## src/rtl/arbiter_rr_pe.sv

```systemverilog
// arbiter_rr_pe: round-robin arbiter that shares one resource among CLIENTS
// requesters. The winner is found with a trailing-one priority encoder. The
// encoder looks first at the requests above the last-granted index and falls
// back to the whole candidate vector when there are none, which wraps the
// rotation. The grant is registered and held until the owner releases it.
//
// Optional feature macro: ARB_GNT_TIMEOUT_EN. When it is defined, a grant that
// is still unacknowledged after TIMEOUT cycles is revoked, and timeout_pulse
// goes high for one cycle.
//
// Ports:
//   clk            rising-edge clock
//   rst_n          asynchronous active-low reset
//   block_arb      suppresses new grants; an active grant is unaffected
//   request        per-client request level
//   grant_ack      per-client acknowledge (only the owner's bit matters)
//   grant_valid    a grant is active
//   grant          one-hot grant, zero while idle
//   grant_id       index of the current/most recent owner
//   last_grant     one-hot of the most recently granted client
//   timeout_pulse  (ARB_GNT_TIMEOUT_EN only) one-cycle revoke indication
//
// Handshake: a client holds request high until it is done. The owner k
// releases the resource at any edge where grant_ack[k]=1 or request[k]=0; both
// together count as a single release. On release the grant may move straight
// to the next winner at the same edge.
module arbiter_rr_pe #(
  parameter int CLIENTS = 8,
  parameter int TIMEOUT = 16,
  parameter int ID_W    = $clog2(CLIENTS)
) (
  input  logic               clk,
  input  logic               rst_n,
  input  logic               block_arb,
  input  logic [CLIENTS-1:0] request,
  input  logic [CLIENTS-1:0] grant_ack,
  output logic               grant_valid,
  output logic [CLIENTS-1:0] grant,
  output logic [ID_W-1:0]    grant_id,
  output logic [CLIENTS-1:0] last_grant
`ifdef ARB_GNT_TIMEOUT_EN
  ,
  output logic               timeout_pulse
`endif
);

  typedef enum logic {IDLE, GRANT} state_t;

  state_t             state, state_nxt;
  logic [ID_W-1:0]    ptr, ptr_nxt;
  logic [ID_W-1:0]    grant_id_nxt;
  logic [CLIENTS-1:0] grant_nxt, last_grant_nxt;
  logic [CLIENTS-1:0] cand, mask, masked;
  logic [ID_W-1:0]    win_id;
  logic [CLIENTS-1:0] win_onehot;
  logic               win_found;
  logic               owner_ack, owner_req;
  logic               release_now, revoke, issue;

  function automatic logic [ID_W-1:0] trailing_one(input logic [CLIENTS-1:0] v);
    trailing_one = '0;
    for (int i = CLIENTS - 1; i >= 0; i--) begin
      if (v[i]) trailing_one = ID_W'(i);
    end
  endfunction

  // The grant register is zero while idle, so clearing it from the requests
  // removes the current owner only while a grant is held.
  assign cand = request & ~grant;

  always_comb begin
    mask = '0;
    for (int i = 0; i < CLIENTS; i++) begin
      if (i > int'(ptr)) mask[i] = 1'b1;
    end
  end

  assign masked     = cand & mask;
  assign win_found  = |cand;
  assign win_id     = (|masked) ? trailing_one(masked) : trailing_one(cand);
  assign win_onehot = CLIENTS'(1) << win_id;

  assign owner_ack   = |(grant_ack & grant);
  assign owner_req   = |(request & grant);
  assign release_now = (state == GRANT) && (owner_ack || !owner_req);

`ifdef ARB_GNT_TIMEOUT_EN
  localparam int CNT_W = $clog2(TIMEOUT + 1);

  logic [CNT_W-1:0] age;
  logic             timeout_hit;

  // age counts completed grant cycles. At TIMEOUT-1 the current cycle is the
  // TIMEOUT-th one, so the grant is revoked at its closing edge.
  assign timeout_hit = (state == GRANT) && !release_now && (age == CNT_W'(TIMEOUT - 1));
  assign revoke      = release_now || timeout_hit;

  always_ff @(posedge clk or negedge rst_n) begin
    if (!rst_n) begin
      age           <= '0;
      timeout_pulse <= 1'b0;
    end else begin
      timeout_pulse <= timeout_hit;
      if (issue) begin
        age <= '0;
      end else if ((state == GRANT) && !release_now) begin
        age <= age + 1'b1;
      end
    end
  end
`else
  assign revoke = release_now;
`endif

  assign issue = !block_arb && win_found && ((state == IDLE) || revoke);

  always_comb begin
    state_nxt      = state;
    ptr_nxt        = ptr;
    grant_nxt      = grant;
    grant_id_nxt   = grant_id;
    last_grant_nxt = last_grant;
    if (issue) begin
      state_nxt      = GRANT;
      ptr_nxt        = win_id;
      grant_nxt      = win_onehot;
      grant_id_nxt   = win_id;
      last_grant_nxt = win_onehot;
    end else if ((state == GRANT) && revoke) begin
      state_nxt = IDLE;
      grant_nxt = '0;
    end
  end

  // The pointer resets to CLIENTS-1, which leaves the mask empty, so the
  // first arbitration picks the lowest requesting index.
  always_ff @(posedge clk or negedge rst_n) begin
    if (!rst_n) begin
      state      <= IDLE;
      ptr        <= ID_W'(CLIENTS - 1);
      grant      <= '0;
      grant_id   <= '0;
      last_grant <= '0;
    end else begin
      state      <= state_nxt;
      ptr        <= ptr_nxt;
      grant      <= grant_nxt;
      grant_id   <= grant_id_nxt;
      last_grant <= last_grant_nxt;
    end
  end

  assign grant_valid = (state == GRANT);

endmodule

```

## config.mk

```make
export PLATFORM = sky130hd
export DESIGN_NAME = arbiter_rr_pe
export DESIGN_NICKNAME = d
export VERILOG_FILES = /design/src/rtl/arbiter_rr_pe.sv
export SDC_FILE = /design/constraint.sdc
export NUM_CORES = 1
export LEC_CHECK = 0
export CORE_UTILIZATION = 37
export DETAILED_ROUTE_END_ITERATION = 16
export HOLD_SLACK_MARGIN = 0.15
export PLACE_DENSITY = 0.66
export SETUP_SLACK_MARGIN = 0.4
export SLEW_MARGIN = 20
export SYNTH_ARGS = -nofsm -noshare
export SYNTH_HDL_FRONTEND = slang
export SYNTH_SLANG_ARGS = --single-unit
```

## constraint.sdc

```tcl
create_clock -name clk -period 2.4 [get_ports clk]
set_input_delay 0.36 -clock clk [delete_from_list [all_inputs] [get_ports clk]]
set_output_delay 0.36 -clock clk [all_outputs]
set_load 0.02 [all_outputs]
```

* Word level (Yosys, flattened, before mapping)
Index checks and enable logic that the tools add are counted.
** Storage, ports and cells
- Word-level logic and storage cells :: 60
- Input port bits :: 19
- Output and inout port bits :: 20
- Bits in registers :: 23
** Cells by class
- Muxes and demuxes :: 28
- Shifts and indexed selects :: 1
- Reduce and logical (&&, ||, !) cells :: 13
- Bitwise gates (word level) :: 6
- Magnitude comparators :: 7
** Operator list (number)
- two-way mux 3 bit :: 17
- AND 8 bit :: 4
- OR reduction 8 bit :: 4
- two-way mux 8 bit :: 2
- greater-than comparator 3 bit (first input constant) :: 4
- two-way mux 1 bit :: 9
- NOT 8 bit :: 1
- left shift 1 x 3 -> 8 bit (first input constant) :: 1
- greater-than comparator 2 x 3 -> 1 bit (first input constant) :: 2
- logical AND 1 bit :: 4
- greater-than comparator 1 x 3 -> 1 bit (first input constant) :: 1
- logical NOT 1 bit :: 2
- logical OR 1 bit :: 2
- nonzero test 2 bit :: 1
- NOT 1 bit :: 1

* Depth between registers and ports, before layout
Gate-level depths: netlist of the first run.
- Word-level depth :: 14
- Depth in mapped cells :: 7
- Gate-level depth less buffers :: 6

* Worst setup path after synthesis of the first run
OpenSTA, ideal clock, no wires.
- Kind :: flip-flop to flip-flop
- Start point :: register ptr[0]
- End point :: register grant[7]
- Slack :: 0.215 ns
- Cell stages (with the launch flop) :: 8
- Library setup time :: 0.076 ns
- Period minus slack after synthesis :: 2.185 ns
- Required time :: 2.324 ns
- Arrival :: 2.109 ns
- Buffers on the path :: 1
- Cells stage by stage :: dfstp_2 -> buf_4 -> nand3_2 -> o2bb2ai_2 -> or3b_4 -> o32a_4 -> or3_4 -> o21ai_1
** Between the ends
- Longest elaborated chain between the ends :: 14
- Elaborated cells on any way between the ends :: 27
- Classes of those cells :: order compare: 7; shift: 1; mux: 17; bitwise: 1; reduce/logical: 1
** Ends and longest elaborated chain
- from (decl) :: line 50 : logic [ID_W-1:0] ptr, ptr_nxt;
- from (signal assigned) :: line 140 : ptr <= ID_W'(CLIENTS - 1);
- from (signal assigned) :: line 146 : ptr <= ptr_nxt;
- greater-than comparator 3 bit :: line 74 : if (i > int'(ptr)) mask[i] = 1'b1;
- two-way mux 1 bit :: line 74
- AND 8 bit * :: line 78 : assign masked = cand & mask;
- two-way mux 3 bit (8 in series) :: line 63 : if (v[i]) trailing_one = ID_W'(i);
- two-way mux 3 bit * :: line 80 : assign win_id = (|masked) ? trailing_one(masked) : trailing_one(cand);
- left shift 1 x 3 -> 8 bit * :: line 81 : assign win_onehot = CLIENTS'(1) << win_id;
- two-way mux 8 bit * :: line 123 : if (issue) begin
- to (signal assigned) :: line 147 : grant <= grant_nxt;
- to (decl) :: line 38 : output logic [CLIENTS-1:0] grant,
Every way passes the cells marked *; elsewhere a longest branch is shown, timed or not.
A chain may end at the register's enable or synchronous reset.

* Final worst setup path of the first run
- Start point :: register ptr[2]
- End point :: register grant[7]
The elaborated chain is that of the path after synthesis.

==> summary.txt, run 1 <==
status: finished clean
Cells after Synth: 134
Seq/Total Area, Yosys: 0.454
vias per inst: 5.43
largest net degree at the start of global routing: 24
IO Count: 39
first-pass GRT wire length: 5820 um
fin worst setup slack: 0.238 ns
wire per inst: 15.4 um
antenna cells: 0
top cells by area, synth: dfrtp_1 39%, nand2_1 7.4%, o21ai_0 6.7%
count leader, synth: nand2_1
met2 GRT Util: 0.358
clock share of power: 0.068
Post-Syn Area: 1270 um2
Port Buf Inserts: 38
CP Buf/Inv Count: 0
Leakage: 0.789 nW
unrepaired setup endpoints after global routing: yes
Yosys warnings: 0
Tot Pwr: 2.51 mW
Core Util, Final: 0.615
WP data arrival: 2.40 ns
CTS tree: done
Overall Global Routing Usage: 0.211
Clock Tree Buf Depth: 2
hold_buf cts: 0
Worst path max stage delay: 0.62 ns
CTS sink cnt: 23
Setup CP Type: flip-flop to flip-flop
max_slew headroom: 0.758
gr ovfl total: 0
Die H: 60.7 um
HPWL Detailed: 2600 um
synth-to-layout area growth: 52.1%
Worst Path Max Fanout: 6
drt first pass iters: 5
site row count: 20
post-route minimum period: 2.16 ns
final net count: 211
r2r startpoint: ptr[2]
Synth top cells by count: 25 x nand2_1, 20 x dfrtp_1, 17 x o21ai_0
final period utilization: 0.901
largest delay contributor family on the critical path: simple AND/OR/NAND/NOR gates
Max Cap Violations: 0
Clock Tree Root: clkbuf_4
Cell Pwr Density: 1290 nW/um2
Placer Congestion: 0.871
Worst-Margin Slew: 0.361 ns
Initial Utilization: 0.404
setup TNS: 0 ns
initial antenna violation count: 0
Filler cells: 277
Top Usage Layer GRT: met2
#FFs+latches synth: 23
P_sw: 1.11 mW
Synth cell types: 44
peak supply drop: 0.743 mV
CP startpoint kind: flip-flop
Flop pwr share: 0.279
vias in the first global route: 1278
area occupied by registers: 579 um2
Pins Over Slew Limit: 0
count of final hold-check violations: 0
layout cell share with drive strength beyond 1: 0.267
EDFF count, synth: 0
Synthesized Nets: 153
Die X: 60.7 um
drt drc: 0
clk_lat worst skew: 0.30 ns
Worst Setup SP: ptr[2]
H-tree Lvls: 1
WL final: 3620 um
Comb pwr share: 0.653
CTS buffer count: 3
GR Util met3: 0.0277
cell taking the most area after synthesis: dfrtp_1
Primary FF master, synth: dfrtp_1
Worst Hold Class: input pin to asynchronous set/reset pin
via count: 1277
Critical Path End Type: flip-flop
initial DRC count: 68
Setup WS pre-CTS: -0.0998 ns
Int Pwr: 1.40 mW
CP max stage cell: dfstp_2
met1 usage: 0.281
Worst-path clk slew: 0.12 ns
Avg Cell Area, Syn: 9.51 um2
area of the multi-input gates: 753 um2
asr flop ratio synth: 1.00
die area: 3680 um2
sw frac: 0.442
clock skew: 0.00509 ns
Core Area: 3150 um2
Routed Antenna Nets: 0
share of Yosys cell area claimed by the top area cell type: 0.393
final setup violation count: 0
Crit path required time: 2.63 ns
Fmax: 0.463 GHz
CP Cell Sequence: and2_4 > o2bb2ai_2 > or3b_4 > o32a_4 > or3_4 > o21ai_2
-- stage by stage --
| stage | cell area (um2) | hold WS [ns] | instances |
|---|---|---|---|
| 6_report | 1940 | 0.391 | 235 |
| 5_1_grt | 1940 | 0.412 | 235 |
| 4_1_cts | 1860 | 0.393 | 233 |
| 3_5_place_dp | 1750 | 0.476 | 221 |
| 3_3_place_gp | 1750 | 0.470 | 221 |
| 2_1_floorplan | 1280 | 0.0644 | 134 |
-- registers in the layout (all words and copies together), names as in the netlist --
| register | count |
|---|---|
| grant_id | 3 |
| grant_valid | 1 |
| grant | 8 |
| last_grant | 8 |
| ptr | 3 |
-- layout make-up --
type / count / area share
clock buffer: 4 / 0.0135
sequential: 23 / 0.299
timing repair buffer: 57 / 0.269
inverter: 1 / 0.00194
tap: 44 / 0.0284
multi-input combinational: 106 / 0.388
-- logic make-up (layout without fill, tap and decap cells) --
group                  count (synthesis)  count (layout)  share of synthesized area
buffers and inverters                  5              62                     0.0245
flip-flops                            23              23                      0.454
AO/OA/AOI/OAI                         52              52                      0.292
AND/OR/NAND/NOR                       54              54                      0.229
-- power groups by stage --
stage | clock, mW | combinational, mW | sequential (mW)
2_1_floorplan | 0 | 0.724 | 0.790
3_3_place_gp | 0 | 1.30 | 0.706
3_5_place_dp | 0 | 1.32 | 0.713
4_1_cts | 0.179 | 1.51 | 0.687
5_1_grt | 0.194 | 1.77 | 0.722
6_report | 0.171 | 1.64 | 0.698
-- placed cells by master (no fill, tap or decap), types with 2 or more instances in the layout --
cell type,n
clkbuf_4,3
o21ai_2,8
buf_4,19
a211oi_2,2
nor3_1,2
a211oi_1,2
nand2_1,24
clkdlybuf4s50_1,37
a21oi_1,4
o21a_1,5
nand4_1,2
dfstp_2,3
nand2b_1,5
a22oi_1,6
dfrtp_1,20
o21ai_1,11
o211ai_1,2
nor2b_1,3
o21ai_0,3
-- metal layers --
metal  vias to the layer above  routed length, um
met5                         -                  0
met4                         0                 19
met3                         4                126
met2                        35               1730
met1                       619               1750
li1                        619                  -
-- final timing paths --
check / to / slack (ns) / cells after the start
max: grant[7] / 0.24 / 6
min: grant_id[1] / 0.39 / 2
max reg2reg: grant[7] / 0.24 / 6
min reg2reg: last_grant[0] / 0.50 / 2
max in group asynchronous: ptr[0] / 1.73 / 2
min in group clk: last_grant[0] / 0.50 / 2
-- what timing repair did --
action / 4_1_cts / 5_1_grt
endpoints found under the hold margin: 0 / 0
pin swaps: 5 / 2
setup buffers: 7 / 2
cloned: 1 / 0
resized for setup: 17 / 19
endpoints found under the setup margin: 17 / 22
No activity file was read; power rests on OpenSTA's default activity.
==> run 2, diff against run 1 <==
ABC_AREA = 1   (was default)
PLACE_DENSITY = default   (was 0.66)
==> summary.txt, run 2 <==
Seq/Total Area, Yosys: 0.418 (-0.0365)
Primary FF master, synth: dfrtp_1
top cells by area, synth: dfrtp_1 36%, nand2_1 24%, nand3_2 6.5%
Worst Hold Class: input pin to asynchronous set/reset pin
IO Count: 39 (unchanged)
Port Buf Inserts: 38 (unchanged)
final net count: 252 (+19%)
count leader, synth: nand2_1
EDFF count, synth: 0 (unchanged)
Top Usage Layer GRT: met2
Cell Pwr Density: 1220 nW/um2 (-5.9%)
postcts setup bufs: 0 (-7)
via count: 1292 (+1.2%)
#FFs+latches synth: 23 (unchanged)
Cells after Synth: 190 (+42%)
CP Buf/Inv Count: 3 (+3)
CP Cell Sequence: clkdlybuf4s50_1 > inv_1 > nor2_2 > inv_2 > nand2_1 > nor2_2 > a21oi_4 > nand2_4 > nor2_4 > nand3_1 > nand2_1
Placer Congestion: 0.908 (+4.2%)
clk_lat worst skew: 0.25 ns (-0.05 ns)
synth-to-layout area growth: 35.0%
vias in the first global route: 1260 (-1.4%)
Pins Over Slew Limit: 0 (unchanged)
cell taking the most area after synthesis: dfrtp_1
Worst-path clk slew: 0.08 ns (-0.04 ns)
most common cell after layout, fill and taps aside: nand2_1
Fmax: 0.578 GHz (+25%)
final period utilization: 0.721 (-0.179)
count of final hold-check violations: 0 (unchanged)
Die X: 63.2 um (+4.1%)
antenna cells: 0 (unchanged)
max_slew headroom: 0.671 (-0.0865)
vias per inst: 4.65 (-14%)
Clock Tree Buf Depth: 2 (unchanged)
share of Yosys cell area claimed by the top area cell type: 0.361 (-0.0315)
layout cell share with drive strength beyond 1: 0.155 (-0.112)
top flop regs: grant: 8 flops, last_grant: 8 flops
Tot Pwr: 2.28 mW (-9.2%)
Setup CP Type: input pin to flip-flop
Clock Tree Root: clkbuf_8
CTS tree: done
R2R cell count: 10 (+4)
Synth top cells by count: 87 x nand2_1, 20 x dfrtp_1, 19 x inv_1
Avg Cell Area, Syn: 7.30 um2 (-23%)
CP max stage cell: clkdlybuf4s50_1
post-route minimum period: 1.73 ns (-0.430 ns)
Crit path required time: 2.59 ns (-0.04 ns)
WP data arrival: 1.93 ns (-0.47 ns)
initial DRC count: 52 (-24%)
status: finished clean
HPWL Detailed: 2620 um (+0.80%)
Core Area: 3470 um2 (+10%)
clock skew: 0.00489 ns (-0.000197 ns)
largest net degree at the start of global routing: 17 (-29%)
Post-Syn Area: 1390 um2 (+8.7%)
Overall Global Routing Usage: 0.173 (-0.0380)
unrepaired setup endpoints after global routing: no
final setup violation count: 0 (unchanged)
met2 GRT Util: 0.278 (-0.0797)
Routed Antenna Nets: 0 (unchanged)
site row count: 21 (+5.0%)
drt drc: 0 (unchanged)
WL final: 3130 um (-14%)
Synthesized Nets: 209 (+37%)
die area: 4000 um2 (+8.4%)
Worst Path Max Fanout: 16 (+10)
met1 usage: 0.244 (-0.0368)
Leakage: 0.958 nW (+22%)
Max Cap Violations: 0 (unchanged)
CTS buffer count: 3 (unchanged)
setup TNS: 0 ns (unchanged)
Initial Utilization: 0.400 (-0.00465)
H-tree Lvls: 1 (unchanged)
initial antenna violation count: 0 (unchanged)
Yosys warnings: 0 (unchanged)
drt first pass iters: 4 (-1)
CTS sink cnt: 23 (unchanged)
GR Util met3: 0.0145 (-0.0132)
Die H: 63.2 um (+4.1%)
gr ovfl total: 0 (unchanged)
Critical Path End Type: flip-flop
Worst-Margin Slew: 0.492 ns (+0.130 ns)
Synth cell types: 22 (-50%)
first-pass GRT wire length: 5460 um (-6.2%)
largest delay contributor family on the critical path: simple AND/OR/NAND/NOR gates
wire per inst: 11.3 um (-27%)
Worst path max stage delay: 0.47 ns (-0.15 ns)
PostCTS Resize Cnt: 0 (-17)
logic depth of the worst path, buffers included: 11 (+5)
CP startpoint kind: input pin
peak supply drop: 0.696 mV (-6.3%)
hold_buf cts: 0 (unchanged)
asr flop ratio synth: 1.00 (unchanged)
most frequent cells in the layout: 87 x nand2_1, 38 x clkdlybuf4s50_1, 20 x dfrtp_1, 19 x inv_1
[run 2: changes by cell type after synthesis, moves of 6 or more]
| cell | change |
|---|---|
| o21ai_0 | -16 |
| nand3_2 | +8 |
| nor2_1 | +7 |
| a22oi_1 | -6 |
| nand2_1 | +62 |
| inv_1 | +18 |
| nand3_1 | +8 |
[run 2: final cells by class]
type,count,area (um2)
clock buffers,4,45.0
fillers,341,1600
inverters,23,88.8
multi-input cells,143,713
flip-flops and latches,23,579
well taps,46,57.6
repair buffers,39,388
[run 2: per-stage QoR]
| step | utilization | cell area [um2] | cells | worst slack, ns | hold slack [ns] |
|---|---|---|---|---|---|
| 3_5_place_dp | 0.527 | 1830 | 274 | 0.383 | 0.465 |
| 3_3_place_gp | 0.527 | 1830 | 274 | 0.386 | 0.471 |
| 4_1_cts | 0.540 | 1870 | 278 | 0.651 | 0.440 |
| 5_1_grt | 0.540 | 1870 | 278 | 0.462 | 0.467 |
| 6_report | 0.540 | 1870 | 278 | 0.668 | 0.431 |
| 2_1_floorplan | - | 1390 | 190 | 0.895 | 0.0644 |
[run 2: where the power goes]
| group | switching, mW | internal (mW) | total, mW |
|---|---|---|---|
| combinational | 0.861 | 0.508 | 1.37 |
| clock | 0.109 | 0.118 | 0.227 |
| sequential | 0.134 | 0.546 | 0.681 |
| total | 1.10 | 1.17 | 2.28 |
[run 2: metal layers]
layer | vias to the layer above | wire (um)
met5 | - | 0
met4 | 0 | 41
met3 | 4 | 92
met2 | 16 | 1490
met1 | 598 | 1500
li1 | 674 | -
[run 2: path summary, 6_finish.rpt]
kind	start	to	slack, ns
worst min register to register	last_grant[4]	last_grant[4]	0.49
worst min-delay path	rst_n	grant_valid	0.43
worst max-delay path	request[1]	last_grant[5]	0.67
worst max register to register	ptr[1]	last_grant[4]	0.73
min in group clk	last_grant[4]	last_grant[4]	0.49
max in group asynchronous	rst_n	last_grant[6]	1.42
[run 2: kinds of logic (layout without fill, tap and decap cells)]
group,after synthesis,in the layout,share of synthesized area
compound gates,12,12,0.0560
buf+inv,24,66,0.0677
flops,23,23,0.418
simple gates,131,131,0.458
==> run 3, diff against run 2 <==
clock period = 1.7 ns   (was 2.4 ns; I/O delays follow)
==> summary.txt, run 3 (synthesis gave the netlist of run 2 again) <==
gr ovfl total: 0 (unchanged)
Filler cells: 340 (-0.29%)
peak supply drop: 0.869 mV (+25%)
CTS buffer count: 3 (unchanged)
IO Count: 39 (unchanged)
post-route minimum period: 1.61 ns
final period utilization: 0.946
layout cell share with drive strength beyond 1: 0.402 (+0.246)
Core Area: 3470 um2 (unchanged)
largest net degree at the start of global routing: 24 (+7)
die area: 4000 um2 (unchanged)
Routed Antenna Nets: 0 (unchanged)
site row count: 21 (unchanged)
max_slew headroom: 0.809 (+0.137)
count of final hold-check violations: 0 (unchanged)
Worst Hold Class: input pin to asynchronous set/reset pin
H-tree Lvls: 1 (unchanged)
RR Endpoint: ptr[2]
drt first pass iters: 4 (unchanged)
placed cell count: 284 (+3.6%)
Worst-Margin Slew: 0.287 ns (-0.204 ns)
Cell Pwr Density: 1780 nW/um2 (+46%)
clock skew: 0.00388 ns (-0.00102 ns)
most common cell after layout, fill and taps aside: nand2_1
initial antenna violation count: 0 (unchanged)
CTS sink cnt: 23 (unchanged)
vias in the first global route: 1429 (+13%)
Max Cap Violations: 0 (unchanged)
vias per inst: 4.72 (+1.5%)
R2R cell count: 10 (unchanged)
Worst-path clk slew: 0.08 ns (about the same)
unrepaired setup endpoints after global routing: yes
WP data arrival: 1.81 ns (-0.12 ns)
Placer Congestion: 0.890 (-1.9%)
via count: 1391 (+7.7%)
HPWL Detailed: 2890 um (+10%)
CTS tree: done
WL final: 3800 um (+21%)
first-pass GRT wire length: 6360 um (+17%)
Overall Global Routing Usage: 0.203 (+0.0293)
initial DRC count: 45 (-13%)
Clock Tree Root: clkbuf_8
Pins Over Slew Limit: 0 (unchanged)
wire per inst: 12.9 um (+14%)
drt drc: 0 (unchanged)
Hold WS: 0.338 ns (-0.0930 ns)
status: finished clean
Layout Cells excl Fill: 295 (+6.1%)
hold_buf cts: 0 (unchanged)
FF-to-FF setup slack: 0.10 ns (-0.63 ns)
Clock Tree Buf Depth: 2 (unchanged)
top flop regs: grant: 8 flops, last_grant: 8 flops
antenna cells: 0 (unchanged)
Die X: 63.2 um (unchanged)
Die H: 63.2 um (unchanged)
clk_lat worst skew: 0.26 ns (about the same)
Fmax: 0.622 GHz
Setup CP Type: input pin to flip-flop
most frequent cells in the layout: 76 x nand2_1, 16 x nand3_2, 16 x clkdlybuf4s50_1, 13 x nand2_2, 13 x buf_4
CP startpoint kind: input pin
Leakage: 1.11 nW (+16%)
synth-to-layout area growth: 52.6%
final net count: 269 (+6.7%)
r2r startpoint: ptr[1]
final setup violation count: 0 (unchanged)
Worst Path Max Fanout: 7 (-9)
Crit path required time: 1.90 ns (-0.69 ns)
Initial Utilization: 0.400 (unchanged)
Critical Path End Type: flip-flop
Port Buf Inserts: 38 (unchanged)
## run 3: cell types whose count changed in the layout (fill, tap and decap cells not counted), sizes merged
cell           change
buf               +17
dlymetal6s2s       +2
clkdlybuf4s50     -22
clkdlybuf4s15      +5
clkbuf             +4
dlygate4sd2       +11
## run 3: final cells by class
cell class / instances / area, um2 / area share
Multi-Input combinational cell: 143 / 830 / 0.392
Sequential cell: 23 / 589 / 0.279
Timing Repair Buffer: 56 / 505 / 0.239
Inverter: 23 / 88.8 / 0.0420
Tap cell: 46 / 57.6 / 0.0272
Clock buffer: 4 / 45.0 / 0.0213
## run 3: what timing repair did
item / CTS / global route
resized for setup: 43 / 31
setup buffers: 5 / 2
endpoints found under the setup margin: 42 / 30
pin swaps: 14 / 15
## run 3: worst max-delay path: stages
cell and delay, ns:
clkdlybuf4s50_1 0.48, inv_1 0.05, nor2_2 0.12, inv_1 0.09, nand2_2 0.07, nor2_2 0.05, a21oi_4 0.19, nand2_4 0.14
nor2_4 0.19, nand3_2 0.11, nand2_1 0.07
## run 3: power breakdown
group,internal [mW],switching [mW],total (mW),leakage (nW)
logic,0.950,1.48,2.43,0.803
registers,0.785,0.216,1.00,0.283
clock network,0.167,0.165,0.333,0.0228
## run 3: worst max path at each step
stage,start,to,slack (ns),cells past startpoint
2_1_floorplan,ptr[1],grant[5],0.27,10
3_3_place_gp,request[7],last_grant[6],-0.13,11
3_5_place_dp,request[5],grant_id[1],-0.19,12
4_1_cts,ptr[1],grant[4],0.07,10
5_1_grt,request[2],grant[4],-0.05,11
6_report,request[2],grant[4],0.09,11
## run 3: per-stage QoR
step	cell area, um2	setup slack, ns	setup TNS, ns	util	power [mW]
floorplan	1410	0.274	0	-	2.31
global placement	1920	-0.129	-2.23	0.554	3.04
detailed placement	1920	-0.191	-3.20	0.554	3.09
CTS	2050	0.0660	0	0.591	3.59
global route	2120	-0.0474	-0.190	0.610	4.05
finish	2120	0.0911	0	0.610	3.76
## run 3: metal layers
metal,GRT usage,part of all wire
met1,0.258,0.46
met3,0.0199,0.019
met2,0.344,0.50
met5,0,0
met4,0.0938,0.019
